## config.mk

```make
export PLATFORM = sky130hd
export DESIGN_NAME = mux8_scan_seq_flat
export DESIGN_NICKNAME = d
export VERILOG_FILES = /design/src/rtl/mux_scan_pkg.sv /design/src/rtl/mux8_scan_seq_if.sv /design/src/rtl/bit_timer.sv /design/src/rtl/mux8_scan_seq.sv /design/src/flat_wrapper.sv
export SDC_FILE = /design/constraint.sdc
export NUM_CORES = 1
export LEC_CHECK = 0
export ABC_CLOCK_PERIOD_IN_PS = 2600
export CELL_PAD_IN_SITES_DETAIL_PLACEMENT = 2
export CELL_PAD_IN_SITES_GLOBAL_PLACEMENT = 2
export CORE_MARGIN = 1.5
export CORE_UTILIZATION = 35
export DETAILED_ROUTE_END_ITERATION = 8
export DONT_BUFFER_PORTS = 1
export PLACE_DENSITY_LB_ADDON = 0.1
export SYNTH_ARGS = -nofsm -noshare
export SYNTH_HDL_FRONTEND = slang
export SYNTH_SLANG_ARGS = --single-unit
```

## constraint.sdc

```tcl
create_clock -name clk -period 2.6 [get_ports clk]
set_input_delay 0.26 -clock clk [delete_from_list [all_inputs] [get_ports clk]]
set_output_delay 0.26 -clock clk [all_outputs]
set_load 0.005 [all_outputs]
```

## src/rtl/mux_scan_pkg.sv

```systemverilog
// Shared types and constants for the mux8_scan_seq select sequencer.
//   state_e     : sequencer FSM state
//   sel_first   : first select position of a frame for a given bit order
//   sel_last    : last select position of a frame for a given bit order
//   presc_width : prescaler width needed to count 0..bit_cycles-1
package mux_scan_pkg;

    typedef enum logic {
        StIdle = 1'b0,
        StRun  = 1'b1
    } state_e;

    function automatic logic [2:0] sel_first(input bit msb_first);
        return msb_first ? 3'd7 : 3'd0;
    endfunction

    function automatic logic [2:0] sel_last(input bit msb_first);
        return msb_first ? 3'd0 : 3'd7;
    endfunction

    function automatic int unsigned presc_width(input int unsigned bit_cycles);
        return (bit_cycles <= 1) ? 1 : $clog2(bit_cycles);
    endfunction

endpackage

```

## src/rtl/mux8_scan_seq_if.sv

```systemverilog
// Bus between the word source / mux and the select sequencer.
//   din, din_valid, din_ready : parallel word handshake
//   pause                     : freeze the running sequence
//   mux_i, mux_s              : registered mux data word and select
//   bit_stb, bit_last, busy   : serial framing
// master: the upstream/integrator side; slave: the sequencer.
interface mux8_scan_seq_if;
    logic [7:0] din;
    logic       din_valid;
    logic       din_ready;
    logic       pause;
    logic [7:0] mux_i;
    logic [2:0] mux_s;
    logic       bit_stb;
    logic       bit_last;
    logic       busy;

    modport master (
        output din, din_valid, pause,
        input  din_ready, mux_i, mux_s, bit_stb, bit_last, busy
    );

    modport slave (
        input  din, din_valid, pause,
        output din_ready, mux_i, mux_s, bit_stb, bit_last, busy
    );
endinterface

```

## src/rtl/bit_timer.sv

```systemverilog
// Slot prescaler: counts 0..Cycles-1 while enabled, wraps on terminal count.
//   clk, rst_n : clock, async active-low reset
//   en_i       : advance the count this cycle
//   clr_i      : synchronous clear (wins over en_i)
//   cnt_o      : current count
//   tc_o       : count is at its terminal value
module bit_timer #(
    parameter int unsigned Cycles = 1,
    parameter int unsigned Width  = 1
) (
    input  logic             clk,
    input  logic             rst_n,
    input  logic             en_i,
    input  logic             clr_i,
    output logic [Width-1:0] cnt_o,
    output logic             tc_o
);
    localparam logic [Width-1:0] TermCnt = Width'(Cycles - 1);

    logic [Width-1:0] cnt_q, cnt_d;

    always_comb begin
        cnt_d = cnt_q;
        if (clr_i) begin
            cnt_d = '0;
        end else if (en_i) begin
            cnt_d = (cnt_q == TermCnt) ? '0 : cnt_q + 1'b1;
        end
    end

    always_ff @(posedge clk or negedge rst_n) begin
        if (!rst_n) begin
            cnt_q <= '0;
        end else begin
            cnt_q <= cnt_d;
        end
    end

    assign cnt_o = cnt_q;
    assign tc_o  = (cnt_q == TermCnt);
endmodule

```

## src/rtl/mux8_scan_seq.sv

```systemverilog
// Select sequencer for an external 8-to-1 mux. Accepts a word, registers it
// onto the mux data inputs, then walks the select through all eight positions,
// holding each for BIT_CYCLES cycles.
//   clk, rst_n : clock, async active-low reset
//   bus        : slave side of mux8_scan_seq_if (handshake, mux drive, framing)
module mux8_scan_seq
    import mux_scan_pkg::*;
#(
    parameter int unsigned BIT_CYCLES = 1,
    parameter bit          MSB_FIRST  = 1'b1
) (
    input  logic                  clk,
    input  logic                  rst_n,
    mux8_scan_seq_if.slave        bus
);
    localparam int unsigned PrescW   = presc_width(BIT_CYCLES);
    localparam logic [2:0]  SelFirst = sel_first(MSB_FIRST);
    localparam logic [2:0]  SelLast  = sel_last(MSB_FIRST);

    state_e      state_q, state_d;
    logic [7:0]  mux_i_q, mux_i_d;
    logic [2:0]  mux_s_q, mux_s_d;

    logic [PrescW-1:0] presc;
    logic presc_tc;
    logic run, step_en, slot_end, frame_end, accept, din_ready;

    assign run       = (state_q == StRun);
    assign step_en   = run & ~bus.pause;
    assign slot_end  = step_en & presc_tc;
    assign frame_end = slot_end & (mux_s_q == SelLast);
    assign accept    = din_ready & bus.din_valid;

    bit_timer #(
        .Cycles (BIT_CYCLES),
        .Width  (PrescW)
    ) u_bit_timer (
        .clk   (clk),
        .rst_n (rst_n),
        .en_i  (step_en),
        .clr_i (accept),
        .cnt_o (presc),
        .tc_o  (presc_tc)
    );

    // State register
    always_ff @(posedge clk or negedge rst_n) begin
        if (!rst_n) begin
            state_q <= StIdle;
            mux_i_q <= '0;
            mux_s_q <= '0;
        end else begin
            state_q <= state_d;
            mux_i_q <= mux_i_d;
            mux_s_q <= mux_s_d;
        end
    end

    // Next state and datapath
    always_comb begin
        state_d = state_q;
        mux_i_d = mux_i_q;
        mux_s_d = mux_s_q;
        unique case (state_q)
            StIdle: if (accept) state_d = StRun;
            StRun:  if (frame_end && !accept) state_d = StIdle;
            default: state_d = StIdle;
        endcase
        if (accept) begin
            mux_i_d = bus.din;
            mux_s_d = SelFirst;
        end else if (slot_end && (mux_s_q != SelLast)) begin
            // The step after the last slot is replaced by a reload or by idling.
            mux_s_d = MSB_FIRST ? mux_s_q - 3'd1 : mux_s_q + 3'd1;
        end
    end

    // Outputs
    always_comb begin
        din_ready    = (state_q == StIdle) | frame_end;
        bus.bit_stb  = step_en & (presc == '0);
        bus.bit_last = run & (mux_s_q == SelLast);
        bus.busy     = run;
    end

    assign bus.din_ready = din_ready;
    assign bus.mux_i     = mux_i_q;
    assign bus.mux_s     = mux_s_q;
endmodule

```

## src/flat_wrapper.sv

```systemverilog
// flat-port wrapper written by rule: the top's interface ports become plain ports
module mux8_scan_seq_flat import mux_scan_pkg::*;
#(
    parameter int unsigned BIT_CYCLES = 1,
    parameter bit          MSB_FIRST  = 1'b1
)
  (clk, rst_n, bus_din, bus_din_valid, bus_pause, bus_din_ready, bus_mux_i, bus_mux_s, bus_bit_stb, bus_bit_last, bus_busy);
  mux8_scan_seq_if bus_i ();
  input  logic clk;
  input  logic rst_n;
  input wire logic [$bits(bus_i.din)-1:0] bus_din;
  input wire logic [$bits(bus_i.din_valid)-1:0] bus_din_valid;
  input wire logic [$bits(bus_i.pause)-1:0] bus_pause;
  output wire logic [$bits(bus_i.din_ready)-1:0] bus_din_ready;
  output wire logic [$bits(bus_i.mux_i)-1:0] bus_mux_i;
  output wire logic [$bits(bus_i.mux_s)-1:0] bus_mux_s;
  output wire logic [$bits(bus_i.bit_stb)-1:0] bus_bit_stb;
  output wire logic [$bits(bus_i.bit_last)-1:0] bus_bit_last;
  output wire logic [$bits(bus_i.busy)-1:0] bus_busy;
  assign bus_i.din = bus_din;
  assign bus_i.din_valid = bus_din_valid;
  assign bus_i.pause = bus_pause;
  assign bus_din_ready = bus_i.din_ready;
  assign bus_mux_i = bus_i.mux_i;
  assign bus_mux_s = bus_i.mux_s;
  assign bus_bit_stb = bus_i.bit_stb;
  assign bus_bit_last = bus_i.bit_last;
  assign bus_busy = bus_i.busy;
  mux8_scan_seq #(.BIT_CYCLES(BIT_CYCLES), .MSB_FIRST(MSB_FIRST)) u_core (.clk(clk), .rst_n(rst_n), .bus(bus_i));
endmodule
```

# == Word level (Yosys, flattened, before mapping) ==
# Index checks and enable logic that the tools add are counted.
# totals
output_inout_bits,15
inputBits,12
reg_bits,13
# op_classes
mux,8
bitwise_logic,9
reduce_logical,7
add_sub_neg,2
# ops
cell,n
3-bit two-way mux,2
1-bit bitwise AND,5
1-bit two-way mux,5
2-bit nonzero test,2
3-bit logical NOT,1
1-bit NOT,3
3-bit nonzero test,1
"3-bit by 1-bit subtractor with 3-bit output, second input constant",1
1-bit logical AND,2
1-bit one-hot mux with 2 select lines,1
"1-bit adder, second input constant",1
1-bit logical NOT,1
1-bit OR,1

# == Depth between registers and ports, before layout ==
# depth
word_depth,10
ltp_mapped,6
mapped_depth_nobuf,5

# == Cells and area by module ==
# From an unflattened synthesis, not the netlist that was laid out.
# unflattened
hier_cells,49
hier_area_um2,598.1
# by_module_without_submodules
module,area_each_um2,cells_per_inst,n_inst,seq_area_each_um2
mux8_scan_seq,575.6,45,1,300.3
bit_timer,22.5,4,1,0.0

# == Least setup slack after synthesis ==
# OpenSTA, ideal clock, no wires.
# synth_timing
kind,reg2reg
start,register u_core.mux_s_q[0] (netlist: u_core.bus.mux_s[0])
end,register u_core.mux_i_q[1] (netlist: u_core.bus.mux_i[1])
path_stages_with_launch,7
arrival_ns,1.387
path_buffers,1
setup_ns,0.125
period_less_slack_ns,1.512
path_slack_ns,1.088
cell_sequence,dfrtp_1 -> inv_1 -> ha_1 -> nor3b_2 -> o21ai_2 -> buf_6 -> mux2_4
# synth_via
elab_chain_len,4
# synth_rtl
item,line,source
"start, declared",mux8_scan_seq.sv:22,"logic [2:0] mux_s_q, mux_s_d;"
"start signal, assigned",mux8_scan_seq.sv:55,mux_s_q <= mux_s_d;
3-bit logical NOT,mux8_scan_seq.sv:31,assign frame_end = slot_end & (mux_s_q == SelLast);
1-bit bitwise AND,mux8_scan_seq.sv:31,
1-bit OR,mux8_scan_seq.sv:80,din_ready = (state_q == StIdle) | frame_end;
1-bit bitwise AND,mux8_scan_seq.sv:32,assign accept = din_ready & bus.din_valid;
"end signal, assigned",mux8_scan_seq.sv:54,mux_i_q <= mux_i_d;
"end, declared",mux8_scan_seq.sv:21,"logic [7:0] mux_i_q, mux_i_d;"
# Every way passes these cells.
# A chain may end at the register's enable or synchronous reset.

# == Worst setup path in the final report ==
# layout_timing
start,register u_core.mux_s_q[0] (netlist: u_core.bus.mux_s[0])
end,register u_core.mux_i_q[0] (netlist: u_core.bus.mux_i[0])
# The elaborated chain is that of the path after synthesis.

==> metrics.cfg <==
[yosys]
synth_seq_area_share=0.5117
yosys_warnings=0
netlist_area_um2=586.8
synth_cells=44
syn_area_per_cell_um2=13.34
ys_ff_latch=12
synth_nets=58
synth_cell_types=18

[clock_network]
cts_resized=0
tritoncts=built
cts.sinks=12
clkTransAtPathRegs_ps=80
worstSkewPairLatency_ps=270
post-cts-setup-buffers=0
cts_buffer_depth=2
htreeDepth=1
root_buffer=clkbuf_4
cts_buffers=3

[worst_setup_path]
cp_num_buf_inv=1
r2r-end=u_core.bus.mux_i[0]$_DFFE_PN0P_
reg2reg_setup_slack_ps=660
crit_fanout=11
worst_path_largest_cell_delay_ps=540
cp-end-kind=flop
critPathArrivalTime_ps=2100
critPathLaunch=u_core.bus.mux_s[0]$_DFFE_PN0P_
r2r_start=u_core.bus.mux_s[0]$_DFFE_PN0P_
critical_path.cell_chain=inv_1, ha_1, nor3b_2, o21ai_2, mux2_2
required_ps=2760
crit_path_start_kind=flop
crit_family=compound AO/OA/AOI/OAI gates
worstSetupPathType=reg2reg
critPathSlowestCell=o21ai_2
r2r.worst_path.cells=5

[timing]
finalClockSkew_ps=5.210
hold_viol=0
rsz0062_at_grt=no
fin_tns_setup_ps=0
worst_pin_slew_ps=672.4
slew_headroom=0.5517
maxSlewViolCount=0
setup_viol=0
finalWorstPathRequiredPeriod_ps=1936
fmaxAchievable_mhz=516.6
period_share=0.7445

[pwr]
p_leak_nw=0.3228
peakVddDrop_mv=0.4527
pwr_density_cell_mw_per_mm2=1210

[floorplan]
num_io_pins=27
num_rows=14
core_area_mm2=0.001541
fp.dieW_um=43.95
dieArea_mm2=0.001931
die_y_um=43.95
start_util=0.3807

[final_layout]
fin_area_um2=641.9
layout_common_cells=dfrtp_1, mux2_4, inv_1, o21ai_0, clkbuf_4
seqCellArea_um2=300.3
final_common_cell=dfrtp_1
synthToLayoutAreaGrowth_pct=9.382
antenna_cells=0
layout-drive-gt1-share=0.3542
fillers=155
nets=63
multi_input_area_um2=256.5

[global_routing]
grt_pass1_wl_um=2021
grt_remaining_overflow=0
antenna_found_initial=0
grt_pass1_vias=395
grt_util_all_layers=0.1497
grt_max_degree=13

[worst_hold_path]
hold_path.class=in2reg
whs_path_depth=1
hp-start=bus_din_valid
whs_endpoint=u_core.bus.busy$_DFF_PN0_

[route]
first_iter_violations=5
wirelength_um=1169
avgViaCountPerCell=5.594
wl_per_cell_um=18.27
drcViolationCount=0
route.vias.total=358
postRouteAntennaNets=0
drtPass1Iterations=3

[place]
place_area_um2=595.6
port_buffers=0
dp_hpwl_um=906.6
place_congestion=0.6664

[outcome]
outcome=finished clean

[flow_run]
drv_cap=0

final cells by class:
| class | count | share of cell area |
|---|---|---|
| clock buffer | 4 | 0.05653 |
| inverter | 5 | 0.02924 |
| sequential | 12 | 0.4678 |
| tap | 16 | 0.03119 |
| multi-input combinational | 26 | 0.3996 |
| timing repair buffer | 1 | 0.01559 |
cell families after synthesis:
kind of cell,Yosys count,share of synthesized area
flops,12,0.5117
compound gates,6,0.06397
fa+ha+maj,2,0.04264
mux,8,0.1983
buf+inv,6,0.05117
simple gates,10,0.1322
synth_stat cells:
cell type	count	area [µm²]
o21ai_0	4	20.02
inv_1	5	18.77
o21ai_2	1	8.760
or4_1	1	7.510
or2b_2	1	8.760
buf_6	1	11.26
and2b_2	1	8.760
nand2b_1	1	6.260
o311ai_0	1	8.760
nor2_1	1	3.750
or3_1	1	6.260
nand3_1	2	10.01
nor3b_2	1	12.51
ha_1	2	25.02
nand2b_4	1	13.76
mux2_4	7	105.1
dfrtp_1	12	300.3
mux2_2	1	11.26
per-layer routing:
metal / vias up / track usage / wire length (µm)
met5: - / 0 / 0
met4: 0 / 0.09091 / 0
met3: 0 / 0.05833 / 108
met2: 16 / 0.2118 / 605
met1: 183 / 0.1911 / 455
li1: 159 / - / -
worst max-delay path by stage:
| stage | to | slack, ps | cells after the start |
|---|---|---|---|
| floorplan | u_core.bus.mux_i[1]$_DFFE_PN0P_ | 1090 | 6 |
| global placement | u_core.bus.mux_i[0]$_DFFE_PN0P_ | 730 | 5 |
| detailed placement | u_core.bus.mux_i[0]$_DFFE_PN0P_ | 660 | 5 |
| CTS | u_core.bus.mux_i[0]$_DFFE_PN0P_ | 640 | 5 |
| global route | u_core.bus.mux_i[0]$_DFFE_PN0P_ | 480 | 5 |
| finish | u_core.bus.mux_i[0]$_DFFE_PN0P_ | 660 | 5 |
stage by stage:
step | cells | hold WS (ps) | total power [mW] | utilization | setup slack (ps)
floorplan | 44 | -35.59 | 0.5708 | - | 1088
global placement | 59 | -35.34 | 0.6087 | 0.3864 | 726.0
detailed placement | 59 | -35.31 | 0.6296 | 0.3864 | 658.8
CTS | 64 | 81.21 | 0.7899 | 0.4164 | 638.7
global route | 64 | 87.86 | 0.8466 | 0.4164 | 483.6
finish | 64 | 89.37 | 0.7765 | 0.4164 | 664.3
flip-flops by register name, indices dropped and copies added (netlist names):
signal	count
u_core.bus.mux_i	8
u_core.bus.busy	1
u_core.bus.mux_s	3
timing repair:
| item | in CTS | in global routing |
|---|---|---|
| hold endpoints to repair | 12 | 0 |
| endpoints found under the setup margin | 0 | 0 |
| hold buffers | 1 | 0 |
power breakdown:
group	internal (mW)	switching, mW	leakage [nW]
logic	0.154	0.110	0.161
clock network	0.0850	0.0633	0.0210
registers	0.279	0.0861	0.140
total	0.517	0.259	0.323
(Power assumes the default switching activity.)
